[config.mk]
export PLATFORM = sky130hd
export DESIGN_NAME = mk_design_param_flat
export DESIGN_NICKNAME = d
export VERILOG_FILES = /design/src/rtl/mk_design_param_pkg.sv /design/src/rtl/mk_design_param_if.sv /design/src/rtl/mk_design_param_sync_fifo_ptr.sv /design/src/rtl/mk_design_param.sv /design/src/flat_wrapper.sv
export SDC_FILE = /design/constraint.sdc
export NUM_CORES = 1
export LEC_CHECK = 0
export CORE_MARGIN = 5
export CORE_UTILIZATION = 52
export DETAILED_ROUTE_END_ITERATION = 8
export GPL_TIMING_DRIVEN = 0
export PLACE_DENSITY_LB_ADDON = 0.25
export SETUP_SLACK_MARGIN = 0.15
export SLEW_MARGIN = 40
export SYNTH_ARGS = -nofsm -noshare
export SYNTH_HDL_FRONTEND = slang
export SYNTH_SLANG_ARGS = --single-unit
[constraint.sdc]
create_clock -name CLK -period 3.9 [get_ports CLK]
set_clock_uncertainty 0.15 [all_clocks]
set_input_delay 0.78 -clock CLK [delete_from_list [all_inputs] [get_ports CLK]]
set_output_delay 0.78 -clock CLK [all_outputs]
set_load 0.05 [all_outputs]
[src/rtl/mk_design_param_pkg.sv]
// Shared definitions for mk_design_param: operator encodings, a
// constant-foldable ceil-log2 and the default data word type.
package mk_design_param_pkg;

  localparam int OP_ADD = 0;
  localparam int OP_SUB = 1;
  localparam int OP_XOR = 2;

  localparam int DEFAULT_W = 9;
  typedef logic [DEFAULT_W-1:0] data_t;

  // Evaluated at elaboration to size pointers from DEPTH
  function automatic int clog2(input int value);
    int result;
    result = 0;
    while ((1 << result) < value) result++;
    return result;
  endfunction

endpackage

[src/rtl/mk_design_param_if.sv]
// Method-port bundle for mk_design_param: start/result/check/errors
// argument ports plus their EN_/RDY_ strobes.
interface mk_design_param_if #(
  parameter int W     = 9,
  parameter int ERR_W = 8
);

  logic [W-1:0]     start_st_a;
  logic [W-1:0]     start_st_b;
  logic             EN_start;
  logic             RDY_start;
  logic [W-1:0]     result_st_c;
  logic [W-1:0]     result;
  logic             RDY_result;
  logic [W-1:0]     check_st_d;
  logic             EN_check;
  logic [W-1:0]     check;
  logic             RDY_check;
  logic [ERR_W-1:0] errors;
  logic             RDY_errors;

  modport master (
    output start_st_a, start_st_b, EN_start, result_st_c, check_st_d, EN_check,
    input  RDY_start, result, RDY_result, check, RDY_check, errors, RDY_errors
  );

  modport slave (
    input  start_st_a, start_st_b, EN_start, result_st_c, check_st_d, EN_check,
    output RDY_start, result, RDY_result, check, RDY_check, errors, RDY_errors
  );

endinterface

[src/rtl/mk_design_param_sync_fifo_ptr.sv]
// Read/write pointers and occupancy for a DEPTH-entry circular buffer.
// push_i/pop_i must already be qualified by full_o/empty_o.
module mk_design_param_sync_fifo_ptr
  import mk_design_param_pkg::*;
#(
  parameter int DEPTH = 4
) (
  input  logic                      clk_i,
  input  logic                      rst_ni,
  input  logic                      push_i,
  input  logic                      pop_i,
  output logic [clog2(DEPTH)-1:0]   wrPtr_o,
  output logic [clog2(DEPTH)-1:0]   rdPtr_o,
  output logic                      full_o,
  output logic                      empty_o
);

  localparam int PW = clog2(DEPTH);
  localparam int CW = PW + 1;

  logic [PW-1:0] wrPtr_q, wrPtr_d;
  logic [PW-1:0] rdPtr_q, rdPtr_d;
  logic [CW-1:0] cnt_q, cnt_d;

  // Pointers wrap for free because DEPTH is a power of two
  always_comb begin
    wrPtr_d = wrPtr_q;
    rdPtr_d = rdPtr_q;
    cnt_d   = cnt_q;
    if (push_i) wrPtr_d = wrPtr_q + 1'b1;
    if (pop_i)  rdPtr_d = rdPtr_q + 1'b1;
    if (push_i && !pop_i)      cnt_d = cnt_q + 1'b1;
    else if (!push_i && pop_i) cnt_d = cnt_q - 1'b1;
  end

  always_ff @(posedge clk_i or negedge rst_ni) begin
    if (!rst_ni) begin
      wrPtr_q <= '0;
      rdPtr_q <= '0;
      cnt_q   <= '0;
    end else begin
      wrPtr_q <= wrPtr_d;
      rdPtr_q <= rdPtr_d;
      cnt_q   <= cnt_d;
    end
  end

  assign wrPtr_o = wrPtr_q;
  assign rdPtr_o = rdPtr_q;
  assign full_o  = (cnt_q == CW'(DEPTH));
  assign empty_o = (cnt_q == '0);

endmodule

[src/rtl/mk_design_param.sv]
// Queue of start results (a OP b) consumed by check, which compares the
// head against d and keeps a saturating mismatch count.
module mk_design_param
  import mk_design_param_pkg::*;
#(
  parameter int W     = 9,
  parameter int DEPTH = 4,
  parameter int OP    = 0,
  parameter int ERR_W = 8
) (
  input  logic             CLK,
  input  logic             RST_N,
  mk_design_param_if.slave mif
);

  localparam int PW = clog2(DEPTH);

  logic [W-1:0]     mem_q [DEPTH];
  logic [PW-1:0]    wrPtr;
  logic [PW-1:0]    rdPtr;
  logic             full;
  logic             empty;
  logic             pushFire;
  logic             popFire;
  logic [W-1:0]     head;
  logic [W-1:0]     opValue;
  logic [ERR_W-1:0] errCnt_q, errCnt_d;

  // Ready depends only on registered occupancy, so no path from EN_* to RDY_*
  assign pushFire = mif.EN_start && !full;
  assign popFire  = mif.EN_check && !empty;

  mk_design_param_sync_fifo_ptr #(.DEPTH(DEPTH)) uPtr (
    .clk_i   (CLK),
    .rst_ni  (RST_N),
    .push_i  (pushFire),
    .pop_i   (popFire),
    .wrPtr_o (wrPtr),
    .rdPtr_o (rdPtr),
    .full_o  (full),
    .empty_o (empty)
  );

  always_comb begin
    opValue = mif.start_st_a + mif.start_st_b;
    case (OP)
      OP_SUB:  opValue = mif.start_st_a - mif.start_st_b;
      OP_XOR:  opValue = mif.start_st_a ^ mif.start_st_b;
      default: ;
    endcase
  end

  // Storage is deliberately left unreset; occupancy alone defines validity
  always_ff @(posedge CLK) begin
    if (pushFire) mem_q[wrPtr] <= opValue;
  end

  assign head = mem_q[rdPtr];

  always_comb begin
    errCnt_d = errCnt_q;
    if (popFire && (head != mif.check_st_d) && (errCnt_q != '1))
      errCnt_d = errCnt_q + 1'b1;
  end

  always_ff @(posedge CLK or negedge RST_N) begin
    if (!RST_N) errCnt_q <= '0;
    else        errCnt_q <= errCnt_d;
  end

  assign mif.RDY_start  = !full;
  assign mif.RDY_result = !empty;
  assign mif.RDY_check  = !empty;
  assign mif.RDY_errors = 1'b1;
  assign mif.result     = empty ? '0 : head + mif.result_st_c;
  assign mif.check      = empty ? '0 : head - mif.check_st_d;
  assign mif.errors     = errCnt_q;

endmodule

[src/flat_wrapper.sv]
// flat-port wrapper written by rule: the top's interface ports become plain ports
module mk_design_param_flat import mk_design_param_pkg::*;
#(
  parameter int W     = 9,
  parameter int DEPTH = 4,
  parameter int OP    = 0,
  parameter int ERR_W = 8
)
  (CLK, RST_N, mif_start_st_a, mif_start_st_b, mif_EN_start, mif_result_st_c, mif_check_st_d, mif_EN_check, mif_RDY_start, mif_result, mif_RDY_result, mif_check, mif_RDY_check, mif_errors, mif_RDY_errors);
  mk_design_param_if #(.W(W), .ERR_W(ERR_W)) mif_i ();
  input  logic CLK;
  input  logic RST_N;
  input wire logic [$bits(mif_i.start_st_a)-1:0] mif_start_st_a;
  input wire logic [$bits(mif_i.start_st_b)-1:0] mif_start_st_b;
  input wire logic [$bits(mif_i.EN_start)-1:0] mif_EN_start;
  input wire logic [$bits(mif_i.result_st_c)-1:0] mif_result_st_c;
  input wire logic [$bits(mif_i.check_st_d)-1:0] mif_check_st_d;
  input wire logic [$bits(mif_i.EN_check)-1:0] mif_EN_check;
  output wire logic [$bits(mif_i.RDY_start)-1:0] mif_RDY_start;
  output wire logic [$bits(mif_i.result)-1:0] mif_result;
  output wire logic [$bits(mif_i.RDY_result)-1:0] mif_RDY_result;
  output wire logic [$bits(mif_i.check)-1:0] mif_check;
  output wire logic [$bits(mif_i.RDY_check)-1:0] mif_RDY_check;
  output wire logic [$bits(mif_i.errors)-1:0] mif_errors;
  output wire logic [$bits(mif_i.RDY_errors)-1:0] mif_RDY_errors;
  assign mif_i.start_st_a = mif_start_st_a;
  assign mif_i.start_st_b = mif_start_st_b;
  assign mif_i.EN_start = mif_EN_start;
  assign mif_i.result_st_c = mif_result_st_c;
  assign mif_i.check_st_d = mif_check_st_d;
  assign mif_i.EN_check = mif_EN_check;
  assign mif_RDY_start = mif_i.RDY_start;
  assign mif_result = mif_i.result;
  assign mif_RDY_result = mif_i.RDY_result;
  assign mif_check = mif_i.check;
  assign mif_RDY_check = mif_i.RDY_check;
  assign mif_errors = mif_i.errors;
  assign mif_RDY_errors = mif_i.RDY_errors;
  mk_design_param #(.W(W), .DEPTH(DEPTH), .OP(OP), .ERR_W(ERR_W)) u_core (.CLK(CLK), .RST_N(RST_N), .mif(mif_i));
endmodule
==> qor.csv <==
stage;metric;value;unit
floorplanning;start_util;52.70;%
sta;rsz0062_at_grt;yes;
run_status;status;finished, violations left;
grt;track_usage;18.89;%
detailed_routing;post-route-drc-count;0;
placement;pre_cts_ws;-0.6422;ns
floorplanning;dieArea;8057;sq um
run_status;violations;negative setup slack;
cts;cts.sinks;51;
sta;fin_crit;4.004;ns
cts;root_buffer;clkbuf_8;
floorplanning;core-area;6277;sq um
sta;tightest_slew;0.7729;ns
grt;antenna_found_initial;0;
synth;syn_area;3308;sq um
setup_path;arrival;3.07;ns
setup_path;cp_max_fo;6;
synth;syn-num-nets;354;
synth;ys.flop_type;edfxtp_1;
detailed_routing;dr.pass1.iters;4;
grt;grt_max_degree;18;
floorplanning;ios;70;
sta;hold_viol;0;
synth;synth_edf_count;36;
sta;setup_ws;-0.1043;ns
cts;cts_max_path_buffers;2;
placement;hpwl;5459;um
synth;yosys_warnings;0;
cts;cts_buffers;5;
run;cap_violations;0;
detailed_routing;routedWlPerCell;17.80;um
setup_path;end_kind;output pin;
sta;slew-limit-headroom;47.14;%
detailed_routing;dr.first_iter.drc_count;139;
setup_path;cp-endpoint;mif_check[8];
grt;grt_pass1_vias;2579;
floorplanning;die_h;89.76;um
placement;io_buffers;68;
floorplanning;std_cell_rows;29;
detailed_routing;wirelength;7922;um
layout;layout-drive-gt1-share;26.36;%
placement;gp_congestion;0.8921;
cts;clkTransAtPathRegs;0.10;ns
setup_path;cp-startpoint;u_core.uPtr.rdPtr_o[0]$_DFFE_PN0P_;
layout;layout_common_cells;clkdlybuf4s50_1 (51), edfxtp_1 (36), ha_1 (20), inv_1 (17);
detailed_routing;ant_nets;0;
cts;htreeDepth;2;
synth;synth.distinct_cells;47;
layout;mostFrequentLayoutCell;clkdlybuf4s50_1;
synth;ys_seq_area_share;44.02;%
sta;post-route-period-util;102.7;%
floorplanning;die_x;89.76;um
layout;nNetsFinal;442;
sta;setup_violations;5;
setup_path;reg2reg_slack;0.66;ns
setup_path;ff2ff_path_depth;10;
setup_path;regToRegEndpoint;u_core.mif.errors[6]$_DFFE_PN0P_;
synth;synthCells;279;
synth;ys_ff_latch;51;
synth;ys_async_sr_fraction;29.41;%
sta;finalMaxSlewViolations;0;
sta;max_freq;0.2497;GHz
grt;grt_first_pass_wirelength;12460;um
detailed_routing;vias;2590;
setup_path;crit_type;reg2out;
worst_hold_path;hp-class;reg2reg;
cts;hold_buffers;0;
layout;area_growth;39.41;%
cts;clkLatencyLatePin;0.31;ns
setup_path;cp.required;2.97;ns
setup_path;start_kind;register;
setup_path;reg2reg_from;u_core.uPtr.rdPtr_o[0]$_DFFE_PN0P_;
cts;cts_tree;yes;
detailed_routing;vias_per_cell;5.820;
layout;diodes;0;
synth;synth_area_per_cell;11.86;sq um
grt;grt.overflow.total;0;
-- layout make-up --
cell class              count  area [sq um]
clock inverters             3         22.52
plain buffers               6         45.04
multi-input cells         204          2056
well taps                  77         96.34
repair buffers             81         799.5
flip-flops and latches     51          1456
clock buffers               5         68.82
fillers                   425          1665
inverters                  18         67.56
-- kinds of logic (layout without fill, tap and decap cells) --
logic type,count (synthesis),in the layout,share of synthesized area (%)
simple gates,71,71,10.89
compound gates,57,57,12.33
flops,51,51,44.02
fa+ha+maj,35,35,14.15
buf+inv,24,113,3.101
xor+xnor,23,23,6.657
mux,17,17,8.737
other cells,1,1,0.1134
-- Yosys cell counts (3+ instances only) --
| cell | n | area, sq um |
|---|---|---|
| fa_1 | 4 | 80.08 |
| nor2_1 | 16 | 60.06 |
| a21o_1 | 4 | 30.03 |
| nand2_1 | 10 | 37.54 |
| nand4_1 | 3 | 18.77 |
| nand3_1 | 7 | 35.03 |
| mux4_2 | 9 | 202.7 |
| xor2_1 | 7 | 61.31 |
| nor3_1 | 10 | 50.05 |
| and3_1 | 7 | 43.79 |
| nor4_1 | 3 | 18.77 |
| ha_1 | 31 | 387.9 |
| mux2_1 | 3 | 33.78 |
| a211o_1 | 3 | 26.28 |
| edfxtp_1 | 36 | 1081 |
| buf_4 | 3 | 22.52 |
| o21ai_0 | 10 | 50.05 |
| inv_1 | 18 | 67.56 |
| mux2i_1 | 3 | 30.03 |
| xnor2_1 | 15 | 131.4 |
| dfrtp_1 | 15 | 375.4 |
| nand2b_1 | 6 | 37.54 |
| and2_1 | 5 | 31.28 |
| a21oi_1 | 11 | 55.05 |
| a211oi_1 | 9 | 67.56 |
-- worst min-delay path by stage --
stage,from,endpoint,slack (ns),depth (start not counted)
final,u_core.mif.errors[7]$_DFFE_PN0P_,u_core.mif.errors[7]$_DFFE_PN0P_,0.38,1
after global routing,u_core.uPtr.cnt_q[2]$_DFFE_PN0P_,u_core.uPtr.cnt_q[2]$_DFFE_PN0P_,0.41,1
after detailed placement,u_core.mif.errors[7]$_DFFE_PN0P_,u_core.mif.errors[7]$_DFFE_PN0P_,0.36,1
after floorplan,u_core.uPtr.cnt_q[2]$_DFFE_PN0P_,u_core.uPtr.cnt_q[2]$_DFFE_PN0P_,0.31,1
after global placement,u_core.uPtr.cnt_q[2]$_DFFE_PN0P_,u_core.uPtr.cnt_q[2]$_DFFE_PN0P_,0.34,1
after CTS,u_core.mif.errors[7]$_DFFE_PN0P_,u_core.mif.errors[7]$_DFFE_PN0P_,0.38,1
-- critical path, cell delays in order, from the launching register on --
cell	delay, ns
dfrtp_1	0.41
buf_8	0.15
mux4_2	0.55
buf_4	0.16
inv_2	0.04
ha_2	0.18
inv_1	0.06
fa_2	0.38
nand3_4	0.09
a21oi_2	0.08
o31a_1	0.29
nor3_4	0.17
buf_6	0.19
-- metal layers --
| layer | global-route usage, % | share of wire [%] | vias to the layer above |
|---|---|---|---|
| met5 | 0 | 0 | - |
| met4 | 8.060 | 1.9 | 0 |
| met3 | 3.673 | 5.3 | 14 |
| met1 | 22.87 | 41 | 1260 |
| li1 | - | - | 1226 |
| met2 | 32.62 | 52 | 90 |
-- through the flow --
| step | setup TNS [ns] | hold slack, ns | util [%] | cell area (sq um) | std cells |
|---|---|---|---|---|---|
| floorplan | 0 | 0.3136 | - | 3391 | 279 |
| global placement | -4.086 | 0.3380 | 66.39 | 4168 | 424 |
| detailed placement | -4.522 | 0.3631 | 66.39 | 4168 | 424 |
| CTS | -0.1012 | 0.3789 | 71.18 | 4468 | 439 |
| global route | -0.8942 | 0.4128 | 73.47 | 4612 | 445 |
| finish | -0.4116 | 0.3765 | 73.47 | 4612 | 445 |
-- registers in the layout (all words and copies together), names as in the netlist --
signal	count
u_core.mem_q	36
u_core.mif.errors	8
u_core.uPtr.cnt_q	3
u_core.uPtr.rdPtr_o	2
u_core.uPtr.wrPtr_o	2
-- timing repair --
item | CTS | global route
buffers inserted | 7 | 6
endpoints found under the setup margin | 16 | 18
pin swaps | 9 | 13
gates resized for setup | 105 | 39
Power is not shown: default switching activity piles up to over one toggle a cycle in this logic, so the estimate is an artifact.
